<file path="src/rtl/matmul_pkg.sv">
// Shared types and sizing helpers for the sequential matrix-multiply controller.
package matmul_pkg;

    typedef enum logic [1:0] {
        IDLE = 2'd0,
        MAC  = 2'd1,
        EMIT = 2'd2,
        FIN  = 2'd3
    } state_t;

    // Counters and indices never shrink to zero width on degenerate shapes.
    function automatic int cnt_width(input int x);
        return (x > 1) ? $clog2(x) : 1;
    endfunction

    function automatic int acc_width(input int dw, input int k);
        return 2 * dw + $clog2(k) + 1;
    endfunction

    function automatic int elem_offset(input int row, input int col, input int cols, input int dw);
        return (row * cols + col) * dw;
    endfunction

endpackage

</file>
<file path="src/rtl/matmul_seq_ctrl_if.sv">
// Start/operand request and streamed result beats between scheduler, controller and result buffer.
interface matmul_seq_ctrl_if #(
    parameter int DATA_WIDTH = 8,
    parameter int M          = 4,
    parameter int K          = 4,
    parameter int N          = 4,
    parameter int ACC_WIDTH  = matmul_pkg::acc_width(DATA_WIDTH, K)
);
    localparam int ROW_W = matmul_pkg::cnt_width(M);
    localparam int COL_W = matmul_pkg::cnt_width(N);

    logic                        start;
    logic [DATA_WIDTH*M*K-1:0]   matrix1;
    logic [DATA_WIDTH*K*N-1:0]   matrix2;
    logic                        busy;
    logic                        out_valid;
    logic                        out_ready;
    logic signed [ACC_WIDTH-1:0] out_data;
    logic [ROW_W-1:0]            out_row;
    logic [COL_W-1:0]            out_col;
    logic                        out_last;
    logic                        done;

    modport master (
        output start, matrix1, matrix2, out_ready,
        input  busy, out_valid, out_data, out_row, out_col, out_last, done
    );

    modport slave (
        input  start, matrix1, matrix2, out_ready,
        output busy, out_valid, out_data, out_row, out_col, out_last, done
    );

endinterface

</file>
<file path="src/rtl/mac_unit.sv">
// Registered signed multiply-accumulate; sum exposes the value the next enabled edge will store.
module mac_unit #(
    parameter int DATA_WIDTH = 8,
    parameter int ACC_WIDTH  = 19
) (
    input  logic                         clk_p,
    input  logic                         rst_n,
    input  logic                         clr,
    input  logic                         en,
    input  logic signed [DATA_WIDTH-1:0] a,
    input  logic signed [DATA_WIDTH-1:0] b,
    output logic signed [ACC_WIDTH-1:0]  sum
);
    localparam int PW = 2 * DATA_WIDTH;

    logic signed [PW-1:0]        prod;
    logic signed [ACC_WIDTH-1:0] acc_reg;

    assign prod = PW'(a) * PW'(b);
    assign sum  = acc_reg + ACC_WIDTH'(prod);

    // Clear wins over enable so a new element always starts from zero.
    always_ff @(posedge clk_p) begin
        if (!rst_n || clr) begin
            acc_reg <= '0;
        end else if (en) begin
            acc_reg <= sum;
        end
    end

endmodule

</file>
<file path="src/rtl/matmul_seq_ctrl.sv">
// Computes C = A x B one element at a time on a single MAC, streaming C row-major on valid/ready.
module matmul_seq_ctrl
    import matmul_pkg::*;
#(
    parameter int DATA_WIDTH = 8,
    parameter int M          = 4,
    parameter int K          = 4,
    parameter int N          = 4,
    parameter int ACC_WIDTH  = acc_width(DATA_WIDTH, K)
) (
    input  logic              clk_p,
    input  logic              rst_n,
    matmul_seq_ctrl_if.slave  bus
);
    localparam int RW  = cnt_width(M);
    localparam int KW  = cnt_width(K);
    localparam int CW  = cnt_width(N);
    localparam int AOW = cnt_width(DATA_WIDTH * M * K);
    localparam int BOW = cnt_width(DATA_WIDTH * K * N);
    localparam logic [RW-1:0] I_LAST = RW'(M - 1);
    localparam logic [KW-1:0] K_LAST = KW'(K - 1);
    localparam logic [CW-1:0] J_LAST = CW'(N - 1);

    state_t state_reg, state_next;

    logic [RW-1:0]               i_reg;
    logic [KW-1:0]               k_reg;
    logic [CW-1:0]               j_reg;
    logic [DATA_WIDTH*M*K-1:0]   a_reg;
    logic [DATA_WIDTH*K*N-1:0]   b_reg;
    logic signed [ACC_WIDTH-1:0] out_data_reg;

    logic                         accept, handshake, k_done, last_elem;
    logic [AOW-1:0]               a_off;
    logic [BOW-1:0]               b_off;
    logic signed [DATA_WIDTH-1:0] a_sel, b_sel;
    logic signed [ACC_WIDTH-1:0]  mac_sum;

    assign k_done    = (k_reg == K_LAST);
    assign last_elem = (i_reg == I_LAST) && (j_reg == J_LAST);
    assign a_off     = AOW'(elem_offset(int'(i_reg), int'(k_reg), K, DATA_WIDTH));
    assign b_off     = BOW'(elem_offset(int'(k_reg), int'(j_reg), N, DATA_WIDTH));
    assign a_sel     = a_reg[a_off +: DATA_WIDTH];
    assign b_sel     = b_reg[b_off +: DATA_WIDTH];

    mac_unit #(
        .DATA_WIDTH (DATA_WIDTH),
        .ACC_WIDTH  (ACC_WIDTH)
    ) u_mac (
        .clk_p (clk_p),
        .rst_n (rst_n),
        .clr   (accept || handshake),
        .en    (state_reg == MAC),
        .a     (a_sel),
        .b     (b_sel),
        .sum   (mac_sum)
    );

    always_comb begin
        state_next = state_reg;
        accept     = 1'b0;
        handshake  = 1'b0;
        case (state_reg)
            IDLE: begin
                if (bus.start) begin
                    accept     = 1'b1;
                    state_next = MAC;
                end
            end
            MAC: begin
                if (k_done) begin
                    state_next = EMIT;
                end
            end
            EMIT: begin
                if (bus.out_ready) begin
                    handshake  = 1'b1;
                    state_next = last_elem ? FIN : MAC;
                end
            end
            FIN:     state_next = IDLE;
            default: state_next = IDLE;
        endcase
    end

    always_ff @(posedge clk_p) begin
        if (!rst_n) begin
            state_reg    <= IDLE;
            i_reg        <= '0;
            k_reg        <= '0;
            j_reg        <= '0;
            out_data_reg <= '0;
        end else begin
            state_reg <= state_next;
            if (accept) begin
                i_reg <= '0;
                k_reg <= '0;
                j_reg <= '0;
            end
            if (state_reg == MAC) begin
                k_reg <= k_done ? '0 : k_reg + KW'(1);
                if (k_done) begin
                    out_data_reg <= mac_sum;
                end
            end
            // Indices advance only on handshake, so out_row/out_col hold while stalled.
            if (handshake) begin
                k_reg <= '0;
                if (j_reg == J_LAST) begin
                    j_reg <= '0;
                    i_reg <= (i_reg == I_LAST) ? '0 : i_reg + RW'(1);
                end else begin
                    j_reg <= j_reg + CW'(1);
                end
            end
        end
    end

    // Operand copies need no reset; they are always reloaded before use.
    always_ff @(posedge clk_p) begin
        if (accept) begin
            a_reg <= bus.matrix1;
            b_reg <= bus.matrix2;
        end
    end

    assign bus.busy      = (state_reg == MAC) || (state_reg == EMIT);
    assign bus.out_valid = (state_reg == EMIT);
    assign bus.out_data  = out_data_reg;
    assign bus.out_row   = i_reg;
    assign bus.out_col   = j_reg;
    assign bus.out_last  = (state_reg == EMIT) && last_elem;
    assign bus.done      = (state_reg == FIN);

endmodule

</file>
<file path="src/flat_wrapper.sv">
// flat-port wrapper written by rule: the top's interface ports become plain ports
module matmul_seq_ctrl_flat import matmul_pkg::*;
#(
    parameter int DATA_WIDTH = 8,
    parameter int M          = 4,
    parameter int K          = 4,
    parameter int N          = 4,
    parameter int ACC_WIDTH  = acc_width(DATA_WIDTH, K)
)
  (clk_p, rst_n, bus_start, bus_matrix1, bus_matrix2, bus_out_ready, bus_busy, bus_out_valid, bus_out_data, bus_out_row, bus_out_col, bus_out_last, bus_done);
  matmul_seq_ctrl_if #(.DATA_WIDTH(DATA_WIDTH), .M(M), .K(K), .N(N), .ACC_WIDTH(ACC_WIDTH)) bus_i ();
  input  logic clk_p;
  input  logic rst_n;
  input wire logic [$bits(bus_i.start)-1:0] bus_start;
  input wire logic [$bits(bus_i.matrix1)-1:0] bus_matrix1;
  input wire logic [$bits(bus_i.matrix2)-1:0] bus_matrix2;
  input wire logic [$bits(bus_i.out_ready)-1:0] bus_out_ready;
  output wire logic [$bits(bus_i.busy)-1:0] bus_busy;
  output wire logic [$bits(bus_i.out_valid)-1:0] bus_out_valid;
  output wire logic [$bits(bus_i.out_data)-1:0] bus_out_data;
  output wire logic [$bits(bus_i.out_row)-1:0] bus_out_row;
  output wire logic [$bits(bus_i.out_col)-1:0] bus_out_col;
  output wire logic [$bits(bus_i.out_last)-1:0] bus_out_last;
  output wire logic [$bits(bus_i.done)-1:0] bus_done;
  assign bus_i.start = bus_start;
  assign bus_i.matrix1 = bus_matrix1;
  assign bus_i.matrix2 = bus_matrix2;
  assign bus_i.out_ready = bus_out_ready;
  assign bus_busy = bus_i.busy;
  assign bus_out_valid = bus_i.out_valid;
  assign bus_out_data = bus_i.out_data;
  assign bus_out_row = bus_i.out_row;
  assign bus_out_col = bus_i.out_col;
  assign bus_out_last = bus_i.out_last;
  assign bus_done = bus_i.done;
  matmul_seq_ctrl #(.DATA_WIDTH(DATA_WIDTH), .M(M), .K(K), .N(N), .ACC_WIDTH(ACC_WIDTH)) u_core (.clk_p(clk_p), .rst_n(rst_n), .bus(bus_i));
endmodule
</file>
<file path="config.mk">
export PLATFORM = sky130hd
export DESIGN_NAME = matmul_seq_ctrl_flat
export DESIGN_NICKNAME = d
export VERILOG_FILES = /design/src/rtl/matmul_pkg.sv /design/src/rtl/matmul_seq_ctrl_if.sv /design/src/rtl/mac_unit.sv /design/src/rtl/matmul_seq_ctrl.sv /design/src/flat_wrapper.sv
export SDC_FILE = /design/constraint.sdc
export NUM_CORES = 1
export LEC_CHECK = 0
export ABC_CLOCK_PERIOD_IN_PS = 10950
export CORE_ASPECT_RATIO = 0.9
export CORE_UTILIZATION = 45
export CTS_BUF_LIST = sky130_fd_sc_hd__clkbuf_4 sky130_fd_sc_hd__clkbuf_8
export CTS_CLUSTER_DIAMETER = 100
export DETAILED_ROUTE_END_ITERATION = 6
export GPL_ROUTABILITY_DRIVEN = 0
export PLACE_DENSITY = 0.76
export SYNTH_ARGS = -nofsm -noshare
export SYNTH_HDL_FRONTEND = slang
export SYNTH_SLANG_ARGS = --single-unit
</file>
<file path="constraint.sdc">
create_clock -name clk_p -period 10.95 [get_ports clk_p]
set_clock_uncertainty 0.2 [all_clocks]
set_input_delay 2.19 -clock clk_p [delete_from_list [all_inputs] [get_ports clk_p]]
set_output_delay 2.19 -clock clk_p [all_outputs]
set_load 0.03 [all_outputs]
</file>
==> impl_metrics.csv <==
group,metric,value,unit
synthesis,syn_nets,1352,
synthesis,ys_seq_area_share,57.50,%
grt,antenna_found_initial,2,
min_path,worstHoldPathCells,2,
finish,layout-drive-gt1-share,13.16,%
placement,dp_hpwl,25900,µm
sta,post-route-period-util,63.52,%
finish,final_common_cell,"clkdlybuf4s50_1",
worst_setup_path,endpoint_kind,"register",
grt,grt_use_met3,5.810,%
detailed_routing,ant_nets,0,
clocking,clkTransAtPathRegs,60,ps
sta,period_minus_slack,6956,ps
floorplanning,die_h,175.0,µm
detailed_routing,wl_per_cell,20.43,µm
floorplanning,coreArea,0.03235,mm²
clocking,insertion_delay,600,ps
worst_setup_path,r2r-start,"u_core.k_reg[0]$_SDFFE_PP0P_",
finish,syn2layout_area_growth,27.77,%
worst_setup_path,r2r-end,"u_core.u_mac.acc_reg[16]$_SDFFE_PP0P_",
grt,grtUsageMet2,34.50,%
worst_setup_path,reg2reg_depth,16,
sta,setup_tns,0,ps
finish,multi_input_area,0.005714,mm²
sta,tightest_slew,1236,ps
synthesis,ys_warn_count,0,
sta,slew-limit-headroom,17.57,%
clocking,post_cts_resize_count,0,
outcome,status,"finished clean",
detailed_routing,route.detailed.drc,0,
worst_setup_path,startpoint_type,"register",
sta,rsz0062_at_grt,"no",
synthesis,ys_seq_elements,302,
detailed_routing,vias,8981,
grt,first_global_vias,9567,
floorplanning,std_cell_rows,62,
grt,grt_max_degree,166,
flow_run,max_cap_violations,0,
grt,grt_overflow,0,
grt,grt_use_total,21.01,%
clocking,tritoncts,"done",
grt,grt_pass1_wl,53730,µm
floorplanning,initial_core_util,46.28,%
worst_setup_path,rrSetupSlack,3990,ps
clocking,cts.sinks,302,
worst_setup_path,worstPathArrival,7270,ps
detailed_routing,firstDrtPassIters,5,
synthesis,synthFlopType,"edfxtp_1",
placement,numPortBuffers,286,
clocking,htree_levels,2,
floorplanning,top_level_ports,287,
worst_setup_path,critPathMaxFanout,44,
synthesis,syn_inst,956,
min_path,hp-start,"u_core.bus.out_data[4]$_SDFFE_PN0P_",
worst_setup_path,worstPathRequired,11270,ps
min_path,hold_class,"register to register",
detailed_routing,vias_per_cell,5.234,
sta,fmax,143.8,MHz
clocking,cts_hold_buf,0,
synthesis,async_flop_share,0,%
finish,n_fill_cell,2425,
clocking,postCtsSetupBuffers,0,
sta,timing.hold.ws,256.5,ps
synthesis,netlist_area,0.01497,mm²
detailed_routing,routed_wl,35050,µm
clocking,cts_buffers,48,
grt,gr-usage-met1,27.29,%
synthesis,synth_cell_types,51,
floorplanning,die_x,194.3,µm
min_path,holdPathEnd,"u_core.bus.out_data[4]$_SDFFE_PN0P_",
sta,final_hold_viol_count,0,
clocking,clock_path_buffers,3,
sta,finalSetupViolCount,0,
finish,nets,1658,
finish,mostFrequentLayoutCells,"clkdlybuf4s50_1, edfxtp_1, inv_1",
synthesis,synth-edff-count,256,
detailed_routing,drtIter0Drc,712,
synthesis,syn_avg_cell_area,15.66,µm²
worst_setup_path,critPathKind,"register to register",
sta,slew_violations,0,
finish,ff_latch_area,0.008615,mm²
floorplanning,die_area,0.03401,mm²
clocking,cts_root_buf,"clkbuf_8",
grt,grt.busiest_layer,"met2",
## metal layers
| metal | vias up | routed length [µm] |
|---|---|---|
| met5 | - | 13 |
| met2 | 371 | 16940 |
| li1 | 4089 | - |
| met1 | 4459 | 14470 |
| met4 | 2 | 859 |
| met3 | 60 | 2770 |
## area by class of cell
| type | count | share of cell area (%) |
|---|---|---|
| Sequential cell | 302 | 45.03 |
| Multi-Input combinational cell | 502 | 29.87 |
| Timing Repair Buffer | 291 | 15.16 |
| Clock buffer | 68 | 4.271 |
| Tap cell | 416 | 2.721 |
| Inverter | 117 | 2.335 |
| Clock inverter | 19 | 0.5952 |
| Antenna cell | 1 | 0.01308 |
## metrics by stage
stage	cell area (µm²)	instances	setup WS, ps	util (%)
after CTS	19130	1715	3939	59.13
final	19130	1716	3994	59.14
after floorplan	14970	956	1693	-
after global placement	18200	1628	4091	56.25
after detailed placement	18200	1628	3969	56.25
after global routing	19130	1716	3637	59.14
## cells in the mapped netlist, types with 5 or more instances
| master | n | share of area (%) |
|---|---|---|
| a21oi_1 | 28 | 0.94 |
| and2_1 | 28 | 1.2 |
| buf_6 | 7 | 0.53 |
| clkbuf_1 | 18 | 0.45 |
| dfxtp_1 | 46 | 6.2 |
| edfxtp_1 | 256 | 51 |
| fa_1 | 84 | 11 |
| ha_1 | 52 | 4.3 |
| inv_1 | 116 | 2.9 |
| mux2i_1 | 11 | 0.74 |
| mux4_2 | 79 | 12 |
| nand2_1 | 64 | 1.6 |
| nand3_1 | 24 | 0.80 |
| nand4_1 | 5 | 0.21 |
| nor2_1 | 35 | 0.88 |
| nor3_1 | 7 | 0.23 |
| o21ai_0 | 16 | 0.53 |
| or3_1 | 7 | 0.29 |
| xnor2_1 | 12 | 0.70 |
## critical path: stages, from the launching register on
cell and delay, ps:
dfxtp_4 870, mux4_2 610, mux4_2 550, and2_1 380, fa_1 550, fa_1 520
inv_1 60, fa_1 520, inv_1 50, fa_1 430, ha_1 290, ha_1 230
or4_1 590, o221ai_1 260, a21oi_1 180, or3_1 400, nand3_1 80
## how the worst max path moves through the flow
| stage | start | end | slack, ps | cells past startpoint |
|---|---|---|---|---|
| 2_1_floorplan | bus_start | u_core.u_mac.acc_reg[17]$_SDFFE_PP0P_ | 1690 | 5 |
| 3_3_place_gp | u_core.k_reg[0]$_SDFFE_PP0P_ | u_core.bus.out_data[16]$_SDFFE_PN0P_ | 4090 | 17 |
| 3_5_place_dp | u_core.k_reg[0]$_SDFFE_PP0P_ | u_core.u_mac.acc_reg[16]$_SDFFE_PP0P_ | 3970 | 16 |
| 4_1_cts | u_core.k_reg[0]$_SDFFE_PP0P_ | u_core.u_mac.acc_reg[16]$_SDFFE_PP0P_ | 3940 | 16 |
| 5_1_grt | u_core.k_reg[0]$_SDFFE_PP0P_ | u_core.u_mac.acc_reg[16]$_SDFFE_PP0P_ | 3640 | 16 |
| 6_report | u_core.k_reg[0]$_SDFFE_PP0P_ | u_core.u_mac.acc_reg[16]$_SDFFE_PP0P_ | 3990 | 16 |
## cell families after synthesis
| kind of cell | share of synthesized area, % |
|---|---|
| buf+inv | 4.337 |
| xor+xnor | 0.8775 |
| compound gates | 2.741 |
| mux | 12.84 |
| flops | 57.50 |
| simple gates | 6.126 |
| fa+ha+maj | 15.58 |
Power is left out: the tool's default activity adds up to more than one toggle a clock period on the data nets, which glitch-free logic cannot reach.
